`config.mk`:
```
export PLATFORM = sky130hd
export DESIGN_NAME = instr_loader
export DESIGN_NICKNAME = d
export VERILOG_FILES = /design/src/rtl/instr_loader_pkg.sv /design/src/rtl/instr_loader.sv
export SDC_FILE = /design/constraint.sdc
export NUM_CORES = 1
export LEC_CHECK = 0
export CAP_MARGIN = 40
export CORE_ASPECT_RATIO = 1.25
export CORE_UTILIZATION = 50
export CTS_CLUSTER_DIAMETER = 40
export DETAILED_ROUTE_END_ITERATION = 6
export PLACE_DENSITY = 0.72
export SETUP_SLACK_MARGIN = 0.1
export SYNTH_ARGS = -nofsm -noshare
export SYNTH_HDL_FRONTEND = slang
export SYNTH_SLANG_ARGS = --single-unit
```
`constraint.sdc`:
```
create_clock -name clk -period 4 [get_ports clk]
set_clock_uncertainty 0.1 [all_clocks]
set_input_delay 0.6 -clock clk [delete_from_list [all_inputs] [get_ports clk]]
set_output_delay 0.6 -clock clk [all_outputs]
set_load 0.01 [all_outputs]
```
`src/rtl/instr_loader_pkg.sv`:
```
`default_nettype none
// instr_loader_pkg: state encodings, image header size and default memory size
// shared by the boot loader and the instruction memory.
package instr_loader_pkg;

    localparam int HDR_BYTES         = 4;
    localparam int DEFAULT_MEM_BYTES = 1024;
    localparam int STATE_W           = 3;

    localparam logic [STATE_W-1:0] ST_IDLE = 3'd0;
    localparam logic [STATE_W-1:0] ST_LEN  = 3'd1;
    localparam logic [STATE_W-1:0] ST_DATA = 3'd2;
    localparam logic [STATE_W-1:0] ST_CSUM = 3'd3;
    localparam logic [STATE_W-1:0] ST_DONE = 3'd4;
    localparam logic [STATE_W-1:0] ST_ERR  = 3'd5;

    function automatic logic accepts_bytes(input logic [STATE_W-1:0] st);
        return (st == ST_LEN) || (st == ST_DATA) || (st == ST_CSUM);
    endfunction

    function automatic logic can_restart(input logic [STATE_W-1:0] st);
        return (st == ST_IDLE) || (st == ST_DONE) || (st == ST_ERR);
    endfunction

endpackage
`default_nettype wire

```
`src/rtl/instr_loader.sv`:
```
`default_nettype none
// instr_loader: receives a length-prefixed, checksummed byte image and writes it
// into instruction memory, holding the core in reset until the image is good.
module instr_loader
    import instr_loader_pkg::*;
#(
    parameter int          MEM_BYTES = DEFAULT_MEM_BYTES,
    parameter logic [31:0] BASE_ADDR = 32'h0
) (
    input  logic        clk,
    input  logic        rst_n,
    input  logic        start,
    input  logic        in_valid,
    input  logic [7:0]  in_data,
    output logic        in_ready,
    output logic        wr_en,
    output logic [31:0] wr_addr,
    output logic [7:0]  wr_data,
    output logic        cpu_hold,
    output logic        done,
    output logic        err
);

    // One extra count so the counter can reach MEM_BYTES after the last byte.
    localparam int          CNT_W     = $clog2(MEM_BYTES + 1);
    localparam logic [31:0] MEM_LIMIT = 32'(MEM_BYTES);
    localparam logic [CNT_W-1:0] HDR_LAST = CNT_W'(HDR_BYTES - 1);

    logic [STATE_W-1:0] state;
    logic [CNT_W-1:0]   cnt;
    logic [31:0]        len;
    logic [7:0]         sum;

    logic               accept;
    logic [31:0]        cnt_ext;
    logic [31:0]        len_next;

    assign in_ready = accepts_bytes(state);
    assign accept   = in_valid && in_ready;
    assign cnt_ext  = 32'(cnt);
    assign len_next = {len[23:0], in_data};

    assign done     = (state == ST_DONE);
    assign err      = (state == ST_ERR);
    assign cpu_hold = (state != ST_DONE);

    always_ff @(posedge clk or negedge rst_n) begin
        if (!rst_n) begin
            state   <= ST_IDLE;
            cnt     <= '0;
            len     <= '0;
            sum     <= '0;
            wr_en   <= 1'b0;
            wr_addr <= '0;
            wr_data <= '0;
        end else begin
            wr_en <= 1'b0;
            case (state)
                ST_LEN: begin
                    if (accept) begin
                        len <= len_next;
                        if (cnt == HDR_LAST) begin
                            cnt <= '0;
                            if (len_next > MEM_LIMIT)
                                state <= ST_ERR;
                            else if (len_next == 32'd0)
                                state <= ST_CSUM;
                            else
                                state <= ST_DATA;
                        end else begin
                            cnt <= cnt + CNT_W'(1);
                        end
                    end
                end
                ST_DATA: begin
                    if (accept) begin
                        // Bytes go out in arrival order; big-endian word layout comes from the image itself.
                        wr_en   <= 1'b1;
                        wr_addr <= BASE_ADDR + cnt_ext;
                        wr_data <= in_data;
                        sum     <= sum + in_data;
                        cnt     <= cnt + CNT_W'(1);
                        if (cnt_ext == len - 32'd1)
                            state <= ST_CSUM;
                    end
                end
                ST_CSUM: begin
                    if (accept)
                        state <= (in_data == sum) ? ST_DONE : ST_ERR;
                end
                ST_IDLE, ST_DONE, ST_ERR: begin
                    if (start) begin
                        state <= ST_LEN;
                        cnt   <= '0;
                        len   <= '0;
                        sum   <= '0;
                    end
                end
                default: state <= ST_IDLE;
            endcase
        end
    end

endmodule
`default_nettype wire

```
== Word level (Yosys, flattened, before mapping) ==
Cells that the tools add are included.

* $add $sub $neg: 3
* $lt $le $gt $ge: 1
* Equality and inequality tests: 15
* Multiplexer cells: 23
* Reduce and logical (&&, ||, !) cells: 14

{| class="wikitable"
|+ Operator list
! cell !! number
|-
| $mux W32 || 2
|-
| $pmux W32 S2 || 1
|-
| $mux W11 || 4
|-
| $pmux W11 S3 || 1
|-
| $eq A11 B32 Y1 || 1
|-
| $gt A32 B11 Y1 const B || 1
|-
| $logic_not A32 Y1 || 1
|-
| $sub A32 B1 Y32 const B || 1
|-
| $mux W3 || 7
|-
| $mux W8 || 2
|-
| $pmux W8 S2 || 1
|-
| $pmux W3 S4 || 1
|-
| $add A11 B1 Y11 const B || 1
|-
| $eq A11 B2 Y1 const B || 1
|-
| $add A8 B8 Y8 || 1
|-
| $eq A8 B8 Y1 || 1
|-
| $ne A2 B2 Y1 const B || 4
|-
| $eq A3 B2 Y1 const B || 2
|-
| $eq A3 B3 Y1 const B || 2
|-
| $reduce_and A3 Y1 || 2
|-
| $reduce_and A6 Y1 || 1
|-
| $mux W1 || 4
|-
| $ne A2 B1 Y1 const B || 2
|-
| $reduce_and A4 Y1 || 1
|-
| other kinds (9) || 11
|}

* Flip-flop bits (word level): 74
* Input bits: 12
* Output and inout port bits: 45
* Logic and storage cells: 63

== Logic depth before layout (Yosys ltp) ==
Gate-level depths: netlist of the first run.

* Depth in word-level cells: 6
* Mapped depth: 10
* Gate-level depth less buffers: 9

== Least setup slack after synthesis of the first run ==
OpenSTA, ideal clock, no wires.

* Kind: flip-flop to flip-flop
* Start: register len[0]
* End: register state[0]
* Setup time: 77 ps
* Arrival time: 2,776 ps
* Required time: 3,823 ps
* Slack: 1,047 ps
* Cell stages (with the launch flop): 11
* Buffers on the path: 1
* Clock period less this slack: 2,953 ps
* Path through: dfrtp_1 inv_1 ha_1 or3b_1 clkbuf_1 o41a_1 a2111o_1 a32oi_1 nand4_1 or4_1 a21oi_1

* Cells in the longest elaborated chain, start to end: 6
* Elaborated cells on any way between the ends: 11
* Classes of those cells: add/sub (1); order compare (1); eq/ne (2); mux (5); reduce/logical (2)

{| class="wikitable"
|+ RTL lines
! item !! line !! RTL
|-
| start, declared || instr_loader.sv:31 || <nowiki>logic [31:0] len;</nowiki>
|-
| start signal, assigned || instr_loader.sv:61 || <nowiki>len <= len_next;</nowiki>
|-
| branches (longest 6 deep; another with $sub A32 B1 Y32) || n/a ||
|-
| end signal, assigned || instr_loader.sv:89 || <nowiki>state <= (in_data == sum) ? ST_DONE : ST_ERR;</nowiki>
|-
| end, declared || instr_loader.sv:29 || <nowiki>logic [STATE_W-1:0] state;</nowiki>
|}

Several ways; the timed one is not identified. The select of a mux whose other input is x is not followed.
A chain may end at the register's enable or synchronous reset.

== Worst setup path after layout of the first run ==
* Start: register len[11]
* End: register state[0]

Same word-level chain as after synthesis.

==> results.json, run 1 <==
{
  "yosysSeqAreaShare_pct": 44.3,
  "antenna_found_initial": 0,
  "hold_path.class": "in2async",
  "async_flop_share_pct": 100,
  "max_freq_ghz": 0.315,
  "place_ws_ps": 803,
  "crit_path_max_fanout": 7,
  "synth_top_flop_cell": "dfrtp_1",
  "core_um2": 7930,
  "worst-path-buf-inv": 0,
  "slew_headroom_pct": 43.9,
  "finalSetupViolations": 0,
  "worst_path_max_delay_cell": "nor4_2",
  "place_inst": 516,
  "num_rows": 36,
  "cpPeakStageDelay_ps": 610,
  "fin_crit_ps": 3180,
  "post_cts_resize_count": 0,
  "ys_ff_latch": 74,
  "nets": 455,
  "h-tree-depth": 3,
  "area_growth_pct": 14.1,
  "cts_root_buf": "clkbuf_8",
  "synth_warnings": 0,
  "diodes": 0,
  "crit_family": "simple AND/OR/NAND/NOR gates",
  "die_x_um": 83.7,
  "synth-edff-count": 0,
  "synthesis.area_um2": 4180,
  "syn-mean-instance-area_um2": 10.3,
  "crit_required_ps": 4190,
  "vias": 3186,
  "cp.depth": 7,
  "die_h_um": 104,
  "io_buffers": 35,
  "syn_inst": 406,
  "p_leak_uw": 0.00216,
  "numCtsBuffers": 9,
  "hold_viol_final": 0,
  "cp-end-kind": "flop",
  "postCtsSetupBuffers": 0,
  "cts_tree": "done",
  "ir_drop_v": 0.000499,
  "drive_gt1_share_pct": 11.9,
  "finalMaxSlewViolations": 0,
  "grt_pass1_wl_mm": 15.8,
  "setup_tns_ps": 0,
  "numClockSinks": 74,
  "critical_path_class": "reg2reg",
  "final.fill_count": 683,
  "instances_no_fill": 532,
  "status": "complete, no violations",
  "grt_start_max_net_pins": 41,
  "dr.pass1.iters": 4,
  "routed_via_density": 5.99,
  "ioPinCount": 57,
  "synth_area_leaders": "dfrtp_1 (44%), a22o_1 (8.4%), mux2_2 (5.1%)",
  "gp_congestion": 0.859,
  "synth_top_area_share_pct": 44.3,
  "setup_ws_ps": 821,
  "netlist-cell-type-count": 61,
  "drv_cap": 0,
  "powerDensity_nw_per_um2": 759,
  "synth_top_area_cell": "dfrtp_1",
  "route.detailed.drc": 0,
  "ctsHoldBuffers": 0,
  "routedWlPerCell_um": 17.5,
  "path_cells": "nor4_2 > and4_1 > nand4b_1 > a2111oi_0 > o22ai_1 > or4_1 > a21oi_1",
  "grtUsageTotal_pct": 22.6,
  "fin_util_pct": 60.1,
  "dp_hpwl_mm": 6.47,
  "grt_overflow": 0,
  "ff2ff_path_depth": 7,
  "grt_pass1_vias": 3156,
  "crit_arrival_ps": 3370,
  "drt_iter0_drc": 149,
  "route.antenna.remaining_nets": 0,
  "die_area_um2": 8720,
  "path_clk_slew_ps": 80,
  "initial_utilization_pct": 52.7,
  "worst_pin_slew_ps": 834,
  "start_kind": "flop",
  "period_share_pct": 79.5,
  "clock_latency_ps": 360,
  "clockBufferDepth": 2,
  "rsz0062_at_grt": "false",
  "final_cell_mix": "dfrtp_1 (74), a22o_1 (40), clkdlybuf4s50_1 (34)",
  "finalWirelength_mm": 9.33,
  "layout_commonest_cell": "dfrtp_1"
}
-- logic make-up (layout without fill, tap and decap cells) --
group                      after synthesis  after routing  share of synthesized area, %
and+or+nand+nor                        119            119                          15.7
muxes                                   21             21                          5.60
DFF                                     74             74                          44.3
xor gates and xnor gates                31             31                          6.50
other                                    1             21                        0.0898
AOI/OAI and AO/OA                       93             93                          17.1
buffers and inverters                   56             67                          7.16
adders and majority gates               11             11                          3.48
-- stage by stage --
stage                     total power, uW  hold slack, ps  area [um^2]
final                                3620            90.1         4760
after global routing                 3850             127         4760
after detailed placement             2900             391         4520
after floorplan                      2430             204         4250
after global placement               2840             384         4490
after CTS                            3620             104         4760
-- state kept, by name (all words and copies together) (netlist names) --
name,cells
wr_data,8
state,3
cnt,11
len,32
wr_en,1
sum,8
wr_addr,11
-- worst register-to-register path: cells and delay by family, from the launching register on --
kind / cells / cell delay (ps)
simple gates: 4 / 1710
flops: 1 / 460
compound gates: 3 / 830
-- layout make-up --
type	instances	area, um^2	share of cell area, %
inverter	10	37.5	0.788
tap	95	119	2.49
multi-input combinational	296	2100	44.1
timing repair buffer	41	413	8.67
clock inverter	7	116	2.44
sequential	74	1850	38.9
clock buffer	9	124	2.60
-- path summary, 6_finish.rpt --
| path | from | endpoint | slack (ps) |
|---|---|---|---|
| min in group clk | wr_addr[7]$_DFFE_PN0P_ | wr_addr[7]$_DFFE_PN0P_ | 410 |
| max reg2reg | len[11]$_DFFE_PN0P_ | state[0]$_DFFE_PN0P_ | 820 |
| max in group asynchronous | rst_n | cnt[2]$_DFFE_PN0P_ | 3140 |
| min reg2reg | wr_addr[7]$_DFFE_PN0P_ | wr_addr[7]$_DFFE_PN0P_ | 410 |
| max | len[11]$_DFFE_PN0P_ | state[0]$_DFFE_PN0P_ | 820 |
| min | rst_n | len[31]$_DFFE_PN0P_ | 90 |
-- power breakdown --
| group | total [uW] | internal [uW] | leakage [uW] | switching (uW) |
|---|---|---|---|---|
| clock network | 705 | 414 | 0.000120 | 291 |
| logic | 1670 | 760 | 0.00103 | 912 |
| registers | 1240 | 944 | 0.00101 | 295 |
-- metal layers --
metal / GRT usage (%) / up-vias / wire, um
met5: 0 / - / 0
met4: 8.72 / 0 / 142
met3: 3.97 / 13 / 410
met2: 36.6 / 81 / 4570
met1: 30.1 / 1579 / 4210
li1: - / 1513 / -
-- synthesized netlist by cell type, types with 3 or more instances --
cell type	n
a21o_1	3
a21oi_1	9
a22o_1	40
and3_1	3
buf_1	3
buf_4	21
clkbuf_1	19
dfrtp_1	74
ha_1	10
inv_1	10
mux2_2	19
nand2_1	18
nand3_1	7
nand3b_1	3
nand4_1	9
nand4b_1	3
nor2_1	31
nor3_1	8
nor4_1	9
nor4b_1	4
o21ai_0	12
o22ai_1	3
o31ai_1	3
or3_1	6
or4_1	3
xnor2_1	13
xor2_1	18
Power figures use the tool's default switching activity.
==> inputs of run 2 (changes only) <==
--- a/config.mk
+++ b/config.mk
@@ -10,7 +10,7 @@
 export CORE_UTILIZATION = 50
 export CTS_CLUSTER_DIAMETER = 40
 export DETAILED_ROUTE_END_ITERATION = 6
-export PLACE_DENSITY = 0.72
+export PLACE_DENSITY = 0.75
 export SETUP_SLACK_MARGIN = 0.1
 export SYNTH_ARGS = -nofsm -noshare
 export SYNTH_HDL_FRONTEND = slang
==> constraint.sdc (replaced) <==
create_clock -name clk -period 2.65 [get_ports clk]
set_clock_uncertainty 0.1 [all_clocks]
set_input_delay 0.3975 -clock clk [delete_from_list [all_inputs] [get_ports clk]]
set_output_delay 0.3975 -clock clk [all_outputs]
set_load 0.01 [all_outputs]
==> run 2 against run 1 <==
- the run now ends with negative setup slack left
- sequential power increased by 40%
- sequential share of layout area decreased by 2.7 points
- register-to-register slack got worse by 950 ps
- worst setup slack got worse by 950 ps
- fmax increased by 14%
- via count increased by 7.9%
- highest routed layer unchanged
- utilization increased by 4.5 points
- worst hold slack improved by 310 ps
- first-iteration DRC count increased by 9.4%
- non-clock buffer count increased by 49
- sequential cell count unchanged
- critical path depth unchanged
==> results.json, run 2 (same netlist as run 1, synthesis figures left out) <==
{
  "cts_tree": "done",
  "timing.rr.start": "len[4]$_DFFE_PN0P_",
  "place_area_um2": 4900,
  "numCtsBuffers": 9,
  "crit_required_ps": 2840,
  "period_share_pct": 105,
  "finalMaxSlewViolations": 0,
  "p_leak_uw": 0.00237,
  "postLayoutCellArea_um2": 5120,
  "place_ws_ps": -193,
  "worst_pin_slew_ps": 604,
  "worst-path-buf-inv": 0,
  "internal_power_uw": 3450,
  "crit_family": "simple AND/OR/NAND/NOR gates",
  "max_freq_ghz": 0.360,
  "grt_pass1_wl_mm": 17.6,
  "route.detailed.drc": 0,
  "clock_latency_ps": 360,
  "largest-register": "len",
  "cp-end-kind": "flop",
  "setup_ws_ps": -128,
  "path_cells": "or4_4 > o41a_1 > a2111o_1 > a32oi_1 > nand4_1 > or4_4 > a21oi_2",
  "fin_util_pct": 64.6,
  "die_x_um": 83.7,
  "layout_commonest_cell": "dfrtp_1",
  "dp_hpwl_mm": 7.41,
  "finalSetupViolations": 1,
  "io_buffers": 35,
  "worst_path_max_delay_cell": "or4_4",
  "finalWirelength_mm": 10.3,
  "combPwrFrac_pct": 58.0,
  "hold_path.class": "in2async",
  "ff2ff_path_depth": 7,
  "num_rows": 36,
  "die_h_um": 104,
  "hold_viol_final": 0,
  "r2r-end": "state[0]$_DFFE_PN0P_",
  "reg_top3": "len (32), cnt (11), wr_addr (11)",
  "largest_reg_flops": 32,
  "final.fill_count": 633,
  "slew_headroom_pct": 59.6,
  "ioPinCount": 57,
  "routed_via_density": 5.92,
  "final_cell_mix": "dfrtp_1 (73), buf_4 (53), a22o_1 (40)",
  "diodes": 0,
  "route.antenna.remaining_nets": 0,
  "grt_overflow": 0,
  "fin_crit_ps": 2780,
  "numClockSinks": 74,
  "antenna_found_initial": 0,
  "critical_path_class": "reg2reg",
  "reg2reg_slack_ps": -130,
  "h-tree-depth": 3,
  "gp_congestion": 0.891,
  "grtUsageTotal_pct": 25.4,
  "p_sw_share_pct": 42.0,
  "setup_tns_ps": -128,
  "cpPeakStageDelay_ps": 560,
  "routedWlPerCell_um": 17.7,
  "ir_drop_v": 0.000665,
  "clockBufferDepth": 2,
  "rsz0062_at_grt": "true",
  "netSwitchingPower_uw": 2500,
  "path_common_cell": "or4_4",
  "dr.pass1.iters": 4,
  "status": "finished, violations left",
  "power_uw": 5950,
  "grt_start_max_net_pins": 49,
  "drt_iter0_drc": 163,
  "vias": 3437,
  "core_um2": 7930,
  "cp-startpoint": "len[4]$_DFFE_PN0P_",
  "violations": "negative setup slack",
  "die_area_um2": 8720,
  "path_clk_slew_ps": 80,
  "cp.depth": 7,
  "area_growth_pct": 22.6,
  "nets": 504,
  "powerDensity_nw_per_um2": 1160,
  "cts_root_buf": "clkbuf_8",
  "power_frac_clock_pct": 13.0,
  "initial_utilization_pct": 52.7,
  "start_kind": "flop",
  "crit_arrival_ps": 2970,
  "p_seq_share_pct": 29.0,
  "drv_cap": 0,
  "grt_pass1_vias": 3531,
  "drive_gt1_share_pct": 23.0,
  "crit_end": "state[0]$_DFFE_PN0P_",
  "crit_path_max_fanout": 2
}
-- run 2: changes by cell type in the layout (fill, tap and decap cells not counted), moves of 2 or more --
cell        delta
buf_4         +48
inv_1          -2
or4_4          +3
inv_2          +2
clkinvlp_4     +2
bufinv_16      -3
or4_1          -3
-- run 2: worst min-delay path by stage --
stage / endpoint / start / slack (ps) / depth (start not counted)
6_report: len[8]$_DFFE_PN0P_ / rst_n / 400 / 2
3_3_place_gp: len[26]$_DFFE_PN0P_ / len[26]$_DFFE_PN0P_ / 380 / 1
3_5_place_dp: len[17]$_DFFE_PN0P_ / rst_n / 230 / 1
4_1_cts: len[2]$_DFFE_PN0P_ / rst_n / 410 / 2
2_1_floorplan: cnt[0]$_DFFE_PN0P_ / rst_n / 2 / 0
5_1_grt: len[16]$_DFFE_PN0P_ / rst_n / 430 / 2
-- run 2: what timing repair did --
item | 4_1_cts | 5_1_grt
hold buffers | 1 | 0
setup buffers | 1 | 0
pin swaps | 2 | 2
endpoints found under the hold margin | 26 | 0
resized for setup | 0 | 9
endpoints found under the setup margin | 1 | 4
-- run 2: stage by stage --
stage	hold slack, ps	std cells
detailed placement	235	563
floorplan	1.91	426
finish	400	581
global placement	383	561
global route	431	581
CTS	409	581
-- run 2: per-layer routing --
layer | GRT usage (%) | share of wire, % | vias to the layer above
met1 | 31.8 | 43 | 1730
met2 | 43.3 | 52 | 85
met4 | 9.08 | 1.8 | 0
met5 | 0 | 0 | -
met3 | 5.00 | 3.6 | 17
li1 | - | - | 1605
-- run 2: worst register-to-register path, delay by kind of cell, from the launching register on --
| family | cells | cell delay (ps) |
|---|---|---|
| compound gates | 4 | 1050 |
| simple gates | 3 | 1190 |
| flops | 1 | 390 |
-- run 2: final cells by class --
type	instances	area, um^2	area share (%)
timing repair buffer	90	791	15.4
clock buffer	9	124	2.42
tap	95	119	2.32
multi-input combinational	296	2150	42.0
clock inverter	7	46.3	0.904
inverter	10	37.5	0.733
sequential	74	1850	36.2
-- run 2: power groups by stage --
| stage | Sequential (uW) | Combinational, uW | Clock (uW) |
|---|---|---|---|
| 2_1_floorplan | 1710 | 2040 | 0 |
| 3_3_place_gp | 1730 | 3170 | 0 |
| 3_5_place_dp | 1740 | 3320 | 0 |
| 4_1_cts | 1720 | 3370 | 785 |
| 5_1_grt | 1780 | 3770 | 833 |
| 6_report | 1730 | 3450 | 774 |
==> inputs of run 3 (changes only) <==
--- a/config.mk
+++ b/config.mk
@@ -5,12 +5,13 @@
 export SDC_FILE = /design/constraint.sdc
 export NUM_CORES = 1
 export LEC_CHECK = 0
+export ABC_AREA = 1
 export CAP_MARGIN = 40
 export CORE_ASPECT_RATIO = 1.25
 export CORE_UTILIZATION = 50
 export CTS_CLUSTER_DIAMETER = 40
 export DETAILED_ROUTE_END_ITERATION = 6
-export PLACE_DENSITY = 0.75
+export PLACE_DENSITY = 0.73
 export SETUP_SLACK_MARGIN = 0.1
 export SYNTH_ARGS = -nofsm -noshare
 export SYNTH_HDL_FRONTEND = slang
==> run 3 against run 2 <==
- the run now ends clean
- worst setup slack better by 480 ps
- final cell count is 44% higher
- total power is 38% higher
- first-iteration DRC count is 62% higher
- non-clock buffer count is 46 lower
- critical endpoint is now state[2]$_DFFE_PN0P_
- highest routed layer unchanged
==> results.json, run 3 <==
{
  "cts_root_buf": "clkbuf_16",
  "largest_reg_flops": 32,
  "grt_overflow": 0,
  "async_flop_share_pct": 100,
  "core_um2": 9220,
  "die_area_um2": 9980,
  "routed_via_density": 5.47,
  "finalWirelength_mm": 12.5,
  "cpPeakStageDelay_ps": 490,
  "synth_area_leaders": "dfrtp_1 (39%), nand2_1 (13%), nor2_1 (6.7%)",
  "crit_arrival_ps": 2430,
  "synth_warnings": 0,
  "ioPinCount": 57,
  "diodes": 0,
  "syn-mean-instance-area_um2": 7.20,
  "ir_drop_v": 0.000658,
  "setup_tns_ps": 0,
  "ys_top_cells_by_count": "nand2_1 (163), nor2_1 (86), inv_1 (75), dfrtp_1 (74), nand3_1 (41)",
  "synthesis.area_um2": 4790,
  "netSwitchingPower_uw": 4130,
  "power_frac_clock_pct": 16.1,
  "max_freq_ghz": 0.435,
  "crit_path_max_fanout": 6,
  "final.fill_count": 840,
  "path_cells": "nor2_2 > nand3_2 > nor2_2 > nand2_1 > nand2_1 > nand3_1 > nor2_1 > nand2_1 > nor2_1 > nand3_1 > nand2_2 > nand2_1 > nand2_1 > nand2_1",
  "cts_tree": "done",
  "finalMaxSlewViolations": 0,
  "drt_iter0_drc": 264,
  "fin_crit_ps": 2300,
  "rsz0062_at_grt": "false",
  "worst-path-buf-inv": 0,
  "crit_required_ps": 2780,
  "yosysSeqAreaShare_pct": 38.6,
  "clockBufferDepth": 2,
  "ys_ff_latch": 74,
  "numCtsBuffers": 9,
  "worst_path_max_delay_cell": "dfrtp_1",
  "die_h_um": 111,
  "dr.pass1.iters": 5,
  "vias": 4577,
  "netlist-cell-type-count": 37,
  "synth_top_area_cell": "dfrtp_1",
  "final_cell_mix": "nand2_1 (163), nor2_1 (86), dfrtp_1 (74)",
  "multi_input_comb_area_um2": 2500,
  "antenna_found_initial": 0,
  "synth_top_flop_cell": "dfrtp_1",
  "drv_cap": 0,
  "combPwrFrac_pct": 61.2,
  "numClockSinks": 74,
  "period_share_pct": 86.8,
  "reg_top3": "len (32), cnt (11), wr_addr (11)",
  "synth_top_area_share_pct": 38.6,
  "status": "complete, no violations",
  "dp_hpwl_mm": 9.29,
  "hold_viol_final": 0,
  "die_x_um": 89.6,
  "nets": 732,
  "p_sw_share_pct": 50.2,
  "internal_power_uw": 4090,
  "path_common_cell": "nand2_1",
  "cp-end-kind": "flop",
  "path_clk_slew_ps": 60,
  "hold_path.class": "reg2reg",
  "grt_start_max_net_pins": 57,
  "drive_gt1_share_pct": 9.52,
  "crit_family": "simple AND/OR/NAND/NOR gates",
  "gp_congestion": 0.933,
  "hold_slack_ps": 384,
  "synth-edff-count": 0,
  "cp-startpoint": "len[3]$_DFFE_PN0P_",
  "num_rows": 39,
  "critical_path_class": "reg2reg",
  "seqCellArea_um2": 1850,
  "route.antenna.remaining_nets": 0,
  "p_leak_uw": 0.00280,
  "grt_pass1_wl_mm": 20.7,
  "timing.rr.start": "len[3]$_DFFE_PN0P_",
  "area_growth_pct": 17.0,
  "finalSetupViolations": 0,
  "clock_latency_ps": 340,
  "yosysMostFrequentCell": "nand2_1",
  "grt_pass1_vias": 4384,
  "largest-register": "len",
  "h-tree-depth": 3,
  "io_buffers": 35,
  "routedWlPerCell_um": 14.9,
  "place_area_um2": 5260,
  "syn_inst": 666,
  "start_kind": "flop",
  "layout_commonest_cell": "nand2_1",
  "route.detailed.drc": 0,
  "min_from": "wr_addr[7]$_DFFE_PN0P_",
  "p_seq_share_pct": 22.7,
  "initial_utilization_pct": 52.0,
  "postLayoutCellArea_um2": 5610,
  "grtUsageTotal_pct": 27.1,
  "powerDensity_nw_per_um2": 1470
}
==> run 3: cell types whose count changed after synthesis, moves of 8 or more <==
cell	previous run	this run
inv_2	0	10
clkbuf_1	19	10
nor2_2	0	8
xnor2_1	13	4
inv_1	10	75
o21ai_1	0	15
a22o_1	40	0
nor2_1	31	86
nand3_1	7	41
xor2_1	18	10
o22ai_1	3	32
nand2_1	18	163
o21ai_0	12	37
mux2_2	19	0
==> run 3: kinds of logic (layout without fill, tap and decap cells) <==
| kind of cell | after synthesis | count (layout) | share of synthesized area, % |
|---|---|---|---|
| AND/OR/NAND/NOR | 346 | 346 | 32.7 |
| buffers and inverters | 117 | 145 | 11.0 |
| AO/OA/AOI/OAI | 103 | 103 | 12.0 |
| flip-flops | 74 | 74 | 38.6 |
| XOR/XNOR | 14 | 14 | 2.56 |
| adder cells (fa/ha/maj) | 11 | 11 | 3.03 |
| other | 1 | 21 | 0.0783 |
==> run 3: worst paths after layout <==
path | cells past startpoint | slack, ps | end
worst min register to register | 2 | 380 | wr_addr[7]$_DFFE_PN0P_
worst min-delay path | 2 | 380 | wr_addr[7]$_DFFE_PN0P_
max in group asynchronous | 3 | 1500 | len[0]$_DFFE_PN0P_
worst max-delay path | 14 | 350 | state[2]$_DFFE_PN0P_
worst max register to register | 14 | 350 | state[2]$_DFFE_PN0P_
min in group asynchronous | 2 | 390 | len[14]$_DFFE_PN0P_
==> run 3: routing by layer <==
metal  vias up  wire length (um)  global-route usage, %
met5         -                 0                      0
met4         0               569                   15.7
met2       122              6100                   43.4
li1       2210                 -                      -
met1      2201              5290                   33.8
met3        44               504                   4.52
==> run 3: power groups by stage <==
stage	sequential [uW]	clock, uW	combinational [uW]
after floorplan	1850	0	3550
after global placement	1860	0	4820
after detailed placement	1870	0	4910
after CTS	1860	1340	4950
after global routing	1910	1390	5650
final	1870	1320	5030
==> run 3: timing repair <==
item,4_1_cts,5_1_grt
endpoints found under the hold margin,18,0
resized for setup,0,5
hold buffers,1,0
setup endpoints to repair,0,3
buffers inserted,0,1
==> run 3: final cells by class <==
type | instances | area share [%]
inverter | 85 | 5.74
timing repair buffer | 44 | 8.17
clock buffer | 10 | 4.08
multi-input combinational | 495 | 44.6
sequential | 74 | 33.0
tap | 123 | 2.74
clock inverter | 6 | 1.61
==> run 3: through the flow <==
| step | worst slack, ps | cells | power [uW] | utilization (%) |
|---|---|---|---|---|
| floorplan | 503 | 686 | 5400 | - |
| global placement | 211 | 817 | 6690 | 56.4 |
| detailed placement | 107 | 819 | 6780 | 57.0 |
| CTS | 165 | 836 | 8150 | 60.5 |
| global route | 120 | 837 | 8950 | 60.8 |
| finish | 349 | 837 | 8220 | 60.8 |
==> run 3: tightest hold or removal path, stage by stage, from the launching register on <==
cell	delay (ps)
dfrtp_1	340
nand2_1	50
o21ai_0	60
==> patch (flow settings as in run 3) <==
The package constant `DEFAULT_MEM_BYTES` goes from 1024 to 512.
--- a/src/rtl/instr_loader_pkg.sv
+++ b/src/rtl/instr_loader_pkg.sv
@@ -4,7 +4,7 @@
 package instr_loader_pkg;
 
     localparam int HDR_BYTES         = 4;
-    localparam int DEFAULT_MEM_BYTES = 1024;
+    localparam int DEFAULT_MEM_BYTES = 512;
     localparam int STATE_W           = 3;
 
     localparam logic [STATE_W-1:0] ST_IDLE = 3'd0;
Formal check against the unedited RTL: not equivalent (a bounded check fails within 10 cycles, from zero or initial values and one cycle with rst_n low).
==> patch against run 3 <==
Routed wire length is 8.5% lower. Count of clock-buffer cells in the layout unchanged. Largest power group unchanged. Critical path depth increased by 1. Sequential cell count down 2. Final area down 6.7%. Power down 17%. Largest cell class unchanged. Area after synthesis is 4.3% lower. Worst setup slack got worse by 57 ps.
==> patch: results (changes against run 3) <==
[detailed_routing]
antenna_left = 0  ; unchanged
wl_mm = 11.4  ; -8.5%
firstDrtPassIters = 7  ; +2
vias = 4209  ; -8.0%
wire_per_inst_um = 14.2  ; -4.5%
drt_iter0_markers = 307  ; +16%
remaining_drc_errors = 0  ; unchanged

[cts]
numCtsBuffers = 9  ; unchanged
cts_root_buf = clkbuf_8
cts_buffer_depth = 2  ; unchanged
cts_htree_levels = 3  ; unchanged
clkSlewWorstSetupHoldPaths_ps = 90  ; +30 ps
clk_latency_ps = 370  ; +30 ps

[power]
ir_drop_v = 0.000565  ; -14%
p_leak_nw = 2.64  ; -5.6%

[synthesis]
synth.area.top_cells = dfrtp_1 (39%), nand2_1 (12%), nor2_1 (7.3%), inv_1 (6.2%), o22ai_1 (4.4%)
netlist_instances = 631  ; -5.3%
ys_warn_count = 0  ; unchanged
synth-main-ff-cell = dfrtp_1
async_reset_ff_share_pct = 100  ; unchanged
yosys-top-cells-count = nand2_1 (150), nor2_1 (89), inv_1 (76)
seq_area_frac_synth_pct = 39.3  ; +0.66 points
synthDistinctLibCells = 36  ; -2.7%

[cells_and_area]
top_regs = len (32), cnt (10), wr_addr (10)
fin_nets = 701  ; -4.2%
drive_above_1_share_pct = 9.09  ; -0.43 points
fillers = 809  ; -3.7%
antenna_cells = 0  ; unchanged

[setup_path]
cp_max_fo = 6  ; unchanged
cp.arrival_ps = 2520  ; +90 ps
crit_path_max_incr_delay_ps = 430  ; -60 ps
crit_family = simple AND/OR/NAND/NOR gates
slowest_stage = dfrtp_1

[global_route]
antenna_found_initial = 0  ; unchanged
grtUsageTotal_pct = 25.9  ; -1.2 points
grt_pass1_vias = 3996  ; -8.9%
grt_max_degree = 44  ; -23%
grt_pass1_wl_mm = 18.7  ; -9.4%

[timing]
maxSlewHeadroom_pct = 54.0

[place]
hpwl_mm = 8.51  ; -8.4%
gp_congestion = 0.920  ; -1.3%
placed_cells = 784  ; -4.3%
port_buffers = 34  ; -2.9%

[run]
max_cap_viol_count = 0  ; unchanged

[outcome]
run_status = finished clean

[hold_path]
min_path_type = reg2reg

patch: cell count changes in the layout (fill, tap and decap cells not counted), moves of 4 or more:
| cell | before | now |
|---|---|---|
| inv_2 | 11 | 5 |
| clkbuf_8 | 0 | 9 |
| nand3_1 | 41 | 29 |
| xnor2_1 | 4 | 8 |
| clkbuf_16 | 9 | 0 |
| nand2_1 | 163 | 150 |
| o21ai_1 | 15 | 8 |
patch: metrics by stage:
stage	cell area (µm²)	power [mW]	worst slack (ps)
after floorplan	4660	4.75	531
after global routing	5230	7.47	102
after detailed placement	5030	5.94	48.5
final	5230	6.82	292
after CTS	5210	6.76	256
after global placement	5030	5.86	109
patch: metal layers:
| metal | wire, µm | vias to the layer above | share of wire (%) | track usage, % |
|---|---|---|---|---|
| met5 | 0 | - | 0 | 0 |
| met4 | 346 | 0 | 3.0 | 12.5 |
| met3 | 476 | 32 | 4.2 | 4.69 |
| met2 | 5740 | 114 | 50 | 43.3 |
| met1 | 4840 | 1973 | 42 | 32.0 |
| li1 | - | 2090 | - | - |
patch: where the power goes:
group	internal [mW]	leakage, nW	switching (mW)	total, mW
clock network	0.343	0.0789	0.457	0.799
registers	1.44	0.958	0.330	1.76
logic	1.52	1.61	2.74	4.26
total	3.30	2.64	3.52	6.82
patch: kinds of logic (layout without fill, tap and decap cells):
logic type	after synthesis	after routing	synth area share [%]
AOI/OAI and AO/OA	93	93	11.2
xor gates and xnor gates	20	20	3.82
adders and majority gates	12	12	3.44
buffers and inverters	112	142	11.0
DFF	72	72	39.3
other	1	22	0.0818
and+or+nand+nor	321	321	31.2
patch: final timing paths:
path | end | from | cells after the start | slack, ps
setup / recovery | state[2]$_DFFE_PN0P_ | len[1]$_DFFE_PN0P_ | 15 | 290
hold / removal | wr_addr[7]$_DFFE_PN0P_ | wr_addr[7]$_DFFE_PN0P_ | 2 | 400
setup reg to reg | state[2]$_DFFE_PN0P_ | len[1]$_DFFE_PN0P_ | 15 | 290
hold reg to reg | wr_addr[7]$_DFFE_PN0P_ | wr_addr[7]$_DFFE_PN0P_ | 2 | 400
max in group asynchronous | sum[4]$_DFFE_PN0P_ | rst_n | 3 | 1260
min in group asynchronous | len[23]$_DFFE_PN0P_ | rst_n | 2 | 500
patch: cell type report:
| cell class | instances | share of cell area (%) |
|---|---|---|
| tap | 120 | 2.87 |
| timing repair buffer | 45 | 8.28 |
| multi-input combinational | 468 | 45.3 |
| clock inverter | 6 | 0.861 |
| sequential | 72 | 34.4 |
| inverter | 81 | 5.81 |
| clock buffer | 10 | 2.44 |
patch: repair_timing:
item | in CTS | in global routing
hold buffers | 1 | 0
setup endpoints to repair | 0 | 3
endpoints found under the hold margin | 21 | 0
buffers inserted | 0 | 1
resized for setup | 0 | 4
